### config.mk
export PLATFORM = sky130hd
export DESIGN_NAME = pipe_fetch
export DESIGN_NICKNAME = d
export VERILOG_FILES = /design/src/rtl/pipe_fetch_pkg.sv /design/src/rtl/pipe_fetch_pc_next_mux.sv /design/src/rtl/pipe_fetch.sv
export SDC_FILE = /design/constraint.sdc
export NUM_CORES = 1
export LEC_CHECK = 0
export ABC_AREA = 1
export ABC_CLOCK_PERIOD_IN_PS = 1780
export CAP_MARGIN = 10
export CORE_ASPECT_RATIO = 1.5
export CORE_MARGIN = 5
export CORE_UTILIZATION = 44
export CTS_CLUSTER_SIZE = 40
export DETAILED_ROUTE_END_ITERATION = 12
export HOLD_SLACK_MARGIN = 0.12
export PLACE_DENSITY = 0.81
export SETUP_SLACK_MARGIN = 0.1
export SLEW_MARGIN = 20
export SYNTH_ARGS = -nofsm -noshare
export SYNTH_HDL_FRONTEND = slang
export SYNTH_SLANG_ARGS = --single-unit
### constraint.sdc
create_clock -name clk -period 1.78 [get_ports clk]
set_input_delay 0.178 -clock clk [delete_from_list [all_inputs] [get_ports clk]]
set_output_delay 0.178 -clock clk [all_outputs]
set_load 0.03 [all_outputs]
### src/rtl/pipe_fetch_pkg.sv
// -----------------------------------------------------------------------------
// pipe_fetch_pkg
//   Shared constants for the fetch stage.
//   - PC_SEL_*   : next-PC source codes driven by the decode controller.
//   - NOP_INST   : encoding loaded into IF/ID as a bubble (sll $0,$0,0).
//   - EXC_VECTOR : exception entry address.
//   - word_align : clears the two byte-offset bits of an address.
// -----------------------------------------------------------------------------
package pipe_fetch_pkg;

    localparam logic [2:0] PC_SEL_SEQ = 3'd0;
    localparam logic [2:0] PC_SEL_JR  = 3'd1;
    localparam logic [2:0] PC_SEL_BR  = 3'd2;
    localparam logic [2:0] PC_SEL_J   = 3'd3;
    localparam logic [2:0] PC_SEL_EXC = 3'd4;

    localparam logic [31:0] NOP_INST   = 32'h0000_0000;
    localparam logic [31:0] EXC_VECTOR = 32'h0040_0004;

    function automatic logic [31:0] word_align(input logic [31:0] addr);
        return {addr[31:2], 2'b00};
    endfunction

endpackage

### src/rtl/pipe_fetch_pc_next_mux.sv
// -----------------------------------------------------------------------------
// pipe_fetch_pc_next_mux
//   Combinational next-PC selection for the fetch stage.
//   Ports:
//     pc4           in  32  sequential successor of the current PC
//     pc_mux_select in  3   source select from decode (5..7 fall back to pc4)
//     id_read_pc    in  32  jr/jalr target
//     id_bpc        in  32  branch target
//     id_jpc        in  32  j/jal target
//     next_pc       out 32  selected target with bits [1:0] forced to 00
//     misaligned    out 1   a redirect was selected whose raw target[1:0] != 0
// -----------------------------------------------------------------------------
module pipe_fetch_pc_next_mux
    import pipe_fetch_pkg::*;
(
    input  logic [31:0] pc4,
    input  logic [2:0]  pc_mux_select,
    input  logic [31:0] id_read_pc,
    input  logic [31:0] id_bpc,
    input  logic [31:0] id_jpc,
    output logic [31:0] next_pc,
    output logic        misaligned
);

    logic [31:0] target;
    logic        redirect;

    // NOTE: every signal assigned in this block gets a default at the top, so
    // no path through the case leaves it unassigned and no latch is inferred.
    always_comb begin
        target   = pc4;
        redirect = 1'b1;
        case (pc_mux_select)
            PC_SEL_JR:  target = id_read_pc;
            PC_SEL_BR:  target = id_bpc;
            PC_SEL_J:   target = id_jpc;
            PC_SEL_EXC: target = EXC_VECTOR;
            default: begin
                // PC_SEL_SEQ and the reserved codes both mean "fall through".
                target   = pc4;
                redirect = 1'b0;
            end
        endcase
        next_pc    = word_align(target);
        misaligned = redirect && (target[1:0] != 2'b00);
    end

endmodule

### src/rtl/pipe_fetch.sv
// -----------------------------------------------------------------------------
// pipe_fetch
//   Instruction-fetch stage plus the IF/ID pipeline register. MIPS delay-slot
//   semantics: the instruction fetched behind a branch/jump always enters ID.
//   Ports:
//     clk, rst          clock (rising edge), synchronous active-high reset
//     stall             freeze PC, IF/ID and the fetch counter
//     pc_mux_select     next-PC source from decode
//     id_read_pc        jr/jalr target
//     id_bpc, id_jpc    branch / jump targets
//     imem_addr         word address into combinational IMEM
//     imem_rdata        instruction at imem_addr, same cycle
//     if_pc             current fetch PC
//     id_pc4, id_inst   registered PC+4 and instruction for decode
//     id_valid          ID slot holds a real instruction (0 = bubble)
//     pc_misaligned     sticky flag: some redirect target had [1:0] != 0
//     fetch_count       instructions latched into IF/ID since reset (wraps)
// -----------------------------------------------------------------------------
module pipe_fetch
    import pipe_fetch_pkg::*;
#(
    parameter logic [31:0] TEXT_BASE = 32'h0040_0000,
    parameter int          IMEM_AW   = 11
) (
    input  logic               clk,
    input  logic               rst,
    input  logic               stall,
    input  logic [2:0]         pc_mux_select,
    input  logic [31:0]        id_read_pc,
    input  logic [31:0]        id_bpc,
    input  logic [31:0]        id_jpc,
    output logic [IMEM_AW-1:0] imem_addr,
    input  logic [31:0]        imem_rdata,
    output logic [31:0]        if_pc,
    output logic [31:0]        id_pc4,
    output logic [31:0]        id_inst,
    output logic               id_valid,
    output logic               pc_misaligned,
    output logic [31:0]        fetch_count
);

    logic [31:0] pc_q,          pc_d;
    logic [31:0] id_pc4_q,      id_pc4_d;
    logic [31:0] id_inst_q,     id_inst_d;
    logic        id_valid_q,    id_valid_d;
    logic        misaligned_q,  misaligned_d;
    logic [31:0] fetch_count_q, fetch_count_d;

    logic [31:0] pc4;
    logic [31:0] next_pc;
    logic        redirect_misaligned;
    logic [31:0] pc_offset;
    logic        unused_offset_bits;

    assign pc4       = pc_q + 32'd4;
    // Out-of-range PCs simply wrap into the IMEM index space.
    assign pc_offset = pc_q - TEXT_BASE;
    assign imem_addr = pc_offset[IMEM_AW+1:2];
    assign unused_offset_bits = ^{pc_offset[31:IMEM_AW+2], pc_offset[1:0]};

    pipe_fetch_pc_next_mux u_pc_next_mux (
        .pc4           (pc4),
        .pc_mux_select (pc_mux_select),
        .id_read_pc    (id_read_pc),
        .id_bpc        (id_bpc),
        .id_jpc        (id_jpc),
        .next_pc       (next_pc),
        .misaligned    (redirect_misaligned)
    );

    always_comb begin
        pc_d          = pc_q;
        id_pc4_d      = id_pc4_q;
        id_inst_d     = id_inst_q;
        id_valid_d    = id_valid_q;
        misaligned_d  = misaligned_q;
        fetch_count_d = fetch_count_q;
        // While stalled, the select is ignored entirely (including the
        // misalign check); decode re-presents the redirect afterwards.
        if (!stall) begin
            pc_d          = next_pc;
            id_pc4_d      = pc4;
            id_inst_d     = imem_rdata;
            id_valid_d    = 1'b1;
            misaligned_d  = misaligned_q | redirect_misaligned;
            fetch_count_d = fetch_count_q + 32'd1;
        end
    end

    // NOTE: state is updated only with non-blocking assignments so every flop
    // samples the pre-edge values of the others, independent of statement order.
    always_ff @(posedge clk) begin
        if (rst) begin
            pc_q          <= TEXT_BASE;
            id_pc4_q      <= 32'd0;
            id_inst_q     <= NOP_INST;
            id_valid_q    <= 1'b0;
            misaligned_q  <= 1'b0;
            fetch_count_q <= 32'd0;
        end else begin
            pc_q          <= pc_d;
            id_pc4_q      <= id_pc4_d;
            id_inst_q     <= id_inst_d;
            id_valid_q    <= id_valid_d;
            misaligned_q  <= misaligned_d;
            fetch_count_q <= fetch_count_d;
        end
    end

    assign if_pc         = pc_q;
    assign id_pc4        = id_pc4_q;
    assign id_inst       = id_inst_q;
    assign id_valid      = id_valid_q;
    assign pc_misaligned = misaligned_q;
    assign fetch_count   = fetch_count_q;

endmodule

==> impl_metrics.json, run 1 <==
{
  "dpl.cell_count": 1608,
  "dieArea_um2": 18600,
  "status": "finished, final reports clean",
  "dieWidth_um": 113.0,
  "design_area_um2": 10690,
  "slew_headroom_pct": 58.18,
  "portBuffers": 270,
  "critPathSlowestCell": "clkdlybuf4s50_1",
  "rsz0062_at_grt": "yes",
  "route.detailed.drc": 0,
  "crit_fanout": 2,
  "clkTransAtPathRegs_ns": 0.05,
  "vias_per_cell": 5.051,
  "global_route.usage.total_pct": 26.07,
  "required_ns": 1.60,
  "htreeDepth": 4,
  "ir_drop_v": 0.0004393,
  "syn_area_um2": 7007,
  "drv_slew": 0,
  "worst-path-buf-inv": 1,
  "grt_antenna_before_repair": 1,
  "finalClockSkew_ns": 0.009798,
  "gp_congestion": 0.9937,
  "place_area_um2": 10070,
  "setup_viol": 0,
  "die_y_um": 164.6,
  "power_leakage_uw": 0.004869,
  "path_delay_family": "buffers and inverters",
  "core_um2": 15630,
  "tns_ns": 0,
  "clk-insertion-delay-late_ns": 0.42,
  "cts_tree": "done",
  "path_cells": "clkdlybuf4s50_1",
  "synthDominantCellAreaShare_pct": 36.00,
  "synth_seq_cells": 126,
  "yosysUniqueCellTypes": 39,
  "critical_path.max_stage_delay_ns": 0.74,
  "fp-row-count": 56,
  "ant_nets": 0,
  "fin_crit_sh_pct": 93.14,
  "wl_per_cell_um": 15.19,
  "cts.sink_count": 126,
  "hold_class": "in -> reg",
  "fin_nets": 1562,
  "clock_path_buffers": 2,
  "endpoint_kind": "primary output",
  "cap_violations": 0,
  "start_util_pct": 44.84,
  "synthCells": 1148,
  "grt_pass1_wl_mm": 38.95,
  "cp.arrival_ns": 1.48,
  "grt_start_max_net_pins": 107,
  "synth-seq-area-share_pct": 36.00,
  "num_vias": 8293,
  "avgSynthCellArea_um2": 6.103,
  "layout.cells.non_filler": 1642,
  "fin_crit_ns": 1.658,
  "synth_area_leaders": "dfxtp_1 (36%), nand2_1 (16%), nor2_1 (12%)",
  "drive_above_1_share_pct": 8.832,
  "ys_warn_count": 0,
  "synth_top_cell_by_area": "dfxtp_1",
  "overflow": 0,
  "hold_viol": 0,
  "cts_buffers": 17,
  "powerDensity_nw_per_um2": 758.1,
  "drt_wl_total_mm": 24.94,
  "drt_iter0_markers": 535,
  "max_freq_ghz": 0.6032,
  "ios": 275,
  "fin_util_pct": 68.40,
  "num-fill-cells": 1398,
  "firstDrtPassIters": 7,
  "hpwl_mm": 19.15,
  "worstMarginPinSlew_ns": 0.6273,
  "area_growth_pct": 52.54,
  "path_class": "reg -> out",
  "clock-root-buffer": "clkbuf_16",
  "critPathLaunchType": "flop",
  "grt_pass1_vias": 7965
}
[report_power, final]
part / internal (µW) / switching (µW) / leakage, µW
Combinational: 734 / 929 / 0.00356
Sequential: 2980 / 123 / 0.00104
Clock: 2040 / 1300 / 0.000272
Total: 5750 / 2350 / 0.00487
[cell type report]
cell class | count | area [µm²] | share of cell area (%)
inverter | 125 | 471.7 | 4.413
timing repair buffer | 316 | 3047 | 28.51
tap | 203 | 254.0 | 2.376
antenna | 1 | 2.502 | 0.02341
multi-input combinational | 840 | 3817 | 35.72
sequential | 126 | 2540 | 23.76
clock buffer | 19 | 432.9 | 4.051
clock inverter | 12 | 122.6 | 1.147
[layout by cell type, fill, tap and decap left out, types with 40 or more instances in the layout]
cell type and instances:
nand3_1 88, nor2_1 222, a21oi_1 51, buf_4 40, dlygate4sd2_1 69, nand2_1 304
clkdlybuf4s50_1 191, dfxtp_1 116, o21ai_0 72, inv_1 121
[cell families after synthesis]
| family | after synthesis | synth area share (%) |
|---|---|---|
| compound gates | 144 | 10.82 |
| xor+xnor | 12 | 1.500 |
| fa+ha+maj | 2 | 0.3571 |
| buf+inv | 185 | 11.20 |
| flops | 126 | 36.00 |
| other cells | 1 | 0.05352 |
| simple gates | 678 | 40.07 |
[metal layers]
layer	track usage, %	share of wire (%)
met2	50.19	53
met4	12.08	4.4
met1	26.39	36
met3	5.572	6.6
met5	0	0
[stage by stage]
| stage | total power, µW | worst slack (ns) | hold WS (ns) |
|---|---|---|---|
| floorplan | 4005 | 0.1194 | 0.3296 |
| global placement | 4842 | 0.03342 | 0.4531 |
| detailed placement | 4859 | -0.02719 | 0.4648 |
| CTS | 8140 | 0.1017 | 0.1369 |
| global route | 8422 | 0.01756 | 0.1784 |
| finish | 8102 | 0.1222 | 0.1434 |
[timing repair]
item,CTS,global route
hold buffers,0,0
pin swaps,0,6
setup buffers,0,2
gates resized for setup,70,42
endpoints found under the setup margin,70,55
endpoints found under the hold margin,0,0
[registers in the layout, indices dropped and copies added, names as in the netlist]
signal,count
pc_misaligned,1
id_pc4,30
id_inst,32
fetch_count,32
if_pc,30
id_valid,1
[Yosys cell counts, drive strengths merged]
cell type	instances
clkbuf	30
xor2	7
o21bai	1
ha	2
nor3	8
a31oi	5
o21ai	77
nand3b	3
a21oi	51
or2	1
a22oi	2
dfxtp	126
a21boi	1
a21o	1
xnor2	5
o21a	1
nand2	311
nor3b	2
buf	30
nand4	18
nand3	91
conb	1
and2	1
and3	2
inv	125
o211ai	5
nor2	241
[worst paths after layout]
path	start	to	slack, ns	cells past startpoint
setup / recovery	id_pc4[27]	id_pc4[27]	0.12	1
hold / removal	stall	fetch_count[2]	0.14	4
setup reg to reg	if_pc[3]	id_pc4[30]	0.14	11
hold reg to reg	id_valid	id_valid	0.48	2
No activity file was read; power rests on OpenSTA's default activity.
==> run 2, diff against run 1 <==
Settings changed: CTS_CLUSTER_SIZE 40 to unset, TNS_END_PERCENT set to 10.
==> run 2 against run 1 <==
Effect of this change:
- register-to-register slack worse by 0.04 ns
- die area stayed put
- final cell count is 0.18% higher
- core utilization is 0.38 points higher
- via count is 1.1% lower
- clock power is 12% higher
- clock-buffer cell count stayed put
- combinational power hardly changed
- clock skew hardly changed
- cell area is 0.55% higher
- critical endpoint is now id_pc4[27]
==> impl_metrics.json, run 2 (same netlist as run 1, synthesis figures left out) <==
{
  "portBuffers": 270,
  "cp.arrival_ns": 1.98,
  "cts_buffers": 17,
  "grt_start_max_net_pins": 98,
  "diodes": 0,
  "setup_viol": 0,
  "drt_wl_total_mm": 24.83,
  "critical_path.max_stage_delay_ns": 0.33,
  "worst-path-buf-inv": 3,
  "dieWidth_um": 113.0,
  "r2r-start": "if_pc[2]",
  "critPathSlowestCell": "dfxtp_2",
  "htreeDepth": 4,
  "critPathLaunch": "if_pc[2]",
  "status": "finished, final reports clean",
  "hold_viol": 0,
  "required_ns": 2.09,
  "route.detailed.drc": 0,
  "drive_above_1_share_pct": 8.599,
  "hold_class": "in -> reg",
  "slew_headroom_pct": 55.64,
  "fin_crit_ns": 1.677,
  "grt_antenna_before_repair": 0,
  "fin_util_pct": 68.78,
  "final_cell_mix": "nand2_1 (306), nor2_1 (226), clkdlybuf4s50_1 (198)",
  "ff_latch_area_um2": 2532,
  "clock-root-buffer": "clkbuf_16",
  "crit_cells": 10,
  "grt_pass1_vias": 7789,
  "min_from": "stall",
  "fp-row-count": 56,
  "hold_depth": 5,
  "critPathLaunchType": "flop",
  "global_route.usage.total_pct": 26.02,
  "finalClockSkew_ns": 0.009322,
  "reg2regPathDepth": 10,
  "wl_per_cell_um": 15.09,
  "num-fill-cells": 1381,
  "place_area_um2": 10100,
  "num_vias": 8202,
  "worstMarginPinSlew_ns": 0.6653,
  "vias_per_cell": 4.986,
  "endpoint_kind": "flop",
  "highest_layer": "met4",
  "core_um2": 15630,
  "path_delay_family": "simple AND/OR/NAND/NOR gates",
  "ios": 275,
  "cts.sink_count": 126,
  "max_freq_ghz": 0.5963,
  "crit_fanout": 6,
  "clock_path_buffers": 2,
  "path_class": "reg -> reg",
  "fin_crit_sh_pct": 94.21,
  "dr_wl_met2_mm": 13.05,
  "drt_iter0_markers": 736,
  "place_ws_ns": -0.04025,
  "wl_met3_mm": 1.536,
  "fin_nets": 1565,
  "hpwl_mm": 18.92,
  "final_common_cell": "nand2_1",
  "power_leakage_uw": 0.004774,
  "gp_congestion": 0.9368,
  "start_util_pct": 44.84,
  "drv_slew": 0,
  "grt_pass1_wl_mm": 38.87,
  "die_y_um": 164.6,
  "cts_tree": "done",
  "rrSetupSlack_ns": 0.10,
  "cap_violations": 0,
  "design_area_um2": 10750,
  "ir_drop_v": 0.0004859,
  "area_growth_pct": 53.38,
  "path_cells": "buf_4 -> inv_1 -> nor2_1 -> nand2_2 -> nor2_4 -> nand2_1 -> o21ai_1 -> nand3_1 -> nand2_1 -> inv_1",
  "multi_input_area_um2": 3795,
  "rsz0062_at_grt": "yes",
  "clk-insertion-delay-late_ns": 0.41,
  "tns_ns": 0,
  "dieArea_um2": 18600,
  "powerDensity_nw_per_um2": 792.0,
  "finalWorstSetupSlack_ns": 0.1031,
  "drt-met1-wl_mm": 9.345,
  "ant_nets": 0,
  "clkTransAtPathRegs_ns": 0.06,
  "firstDrtPassIters": 5,
  "overflow": 0
}
## run 2: per-layer routing
| metal | vias to the layer above | GRT usage, % |
|---|---|---|
| li1 | 4160 | - |
| met5 | - | 0 |
| met1 | 3646 | 28.40 |
| met2 | 342 | 48.76 |
| met4 | 0 | 11.43 |
| met3 | 54 | 4.509 |
## run 2: where the power goes
group | leakage (µW) | internal, µW | switching [µW] | total, µW
clock | 0.000300 | 2390 | 1350 | 3740
combinational | 0.00343 | 740 | 941 | 1680
sequential | 0.00104 | 2980 | 115 | 3090
## run 2: final cells by class
class | count | area share, %
clock buffer | 19 | 4.122
clock inverter | 13 | 1.746
inverter | 125 | 4.389
multi-input combinational | 840 | 35.31
sequential | 126 | 23.56
tap | 203 | 2.363
timing repair buffer | 319 | 28.50
## run 2: worst min-delay path, cell delays in order
cell     delay [ns]
buf_2          0.14
inv_4          0.10
nand2_1        0.08
nand2_1        0.04
inv_1          0.04
## run 2: timing repair
item / 4_1_cts / 5_1_grt
setup endpoints to repair: 80 / 57
hold endpoints to repair: 4 / 0
resized for setup: 72 / 23
buffers inserted: 0 / 1
hold buffers: 1 / 0
pin swaps: 2 / 4
## run 2: stage by stage
| stage | total power [µW] | hold WS, ns | instances |
|---|---|---|---|
| finish | 8511 | 0.2030 | 1645 |
| global route | 8834 | 0.2203 | 1645 |
| CTS | 8562 | 0.1901 | 1644 |
| detailed placement | 4868 | 0.4563 | 1611 |
| global placement | 4851 | 0.4531 | 1611 |
| floorplan | 4004 | 0.3296 | 1151 |
## run 2: final timing paths
path                     end
setup / recovery  id_pc4[27]
hold / removal    id_pc4[31]
setup reg to reg  id_pc4[27]
hold reg to reg    id_pc4[3]
==> run 3, diff against run 2 <==
Settings changed: CAP_MARGIN 10 to unset.
==> results of run 3 <==
The final DEF is identical to that of run 2; final timing and power are the same.
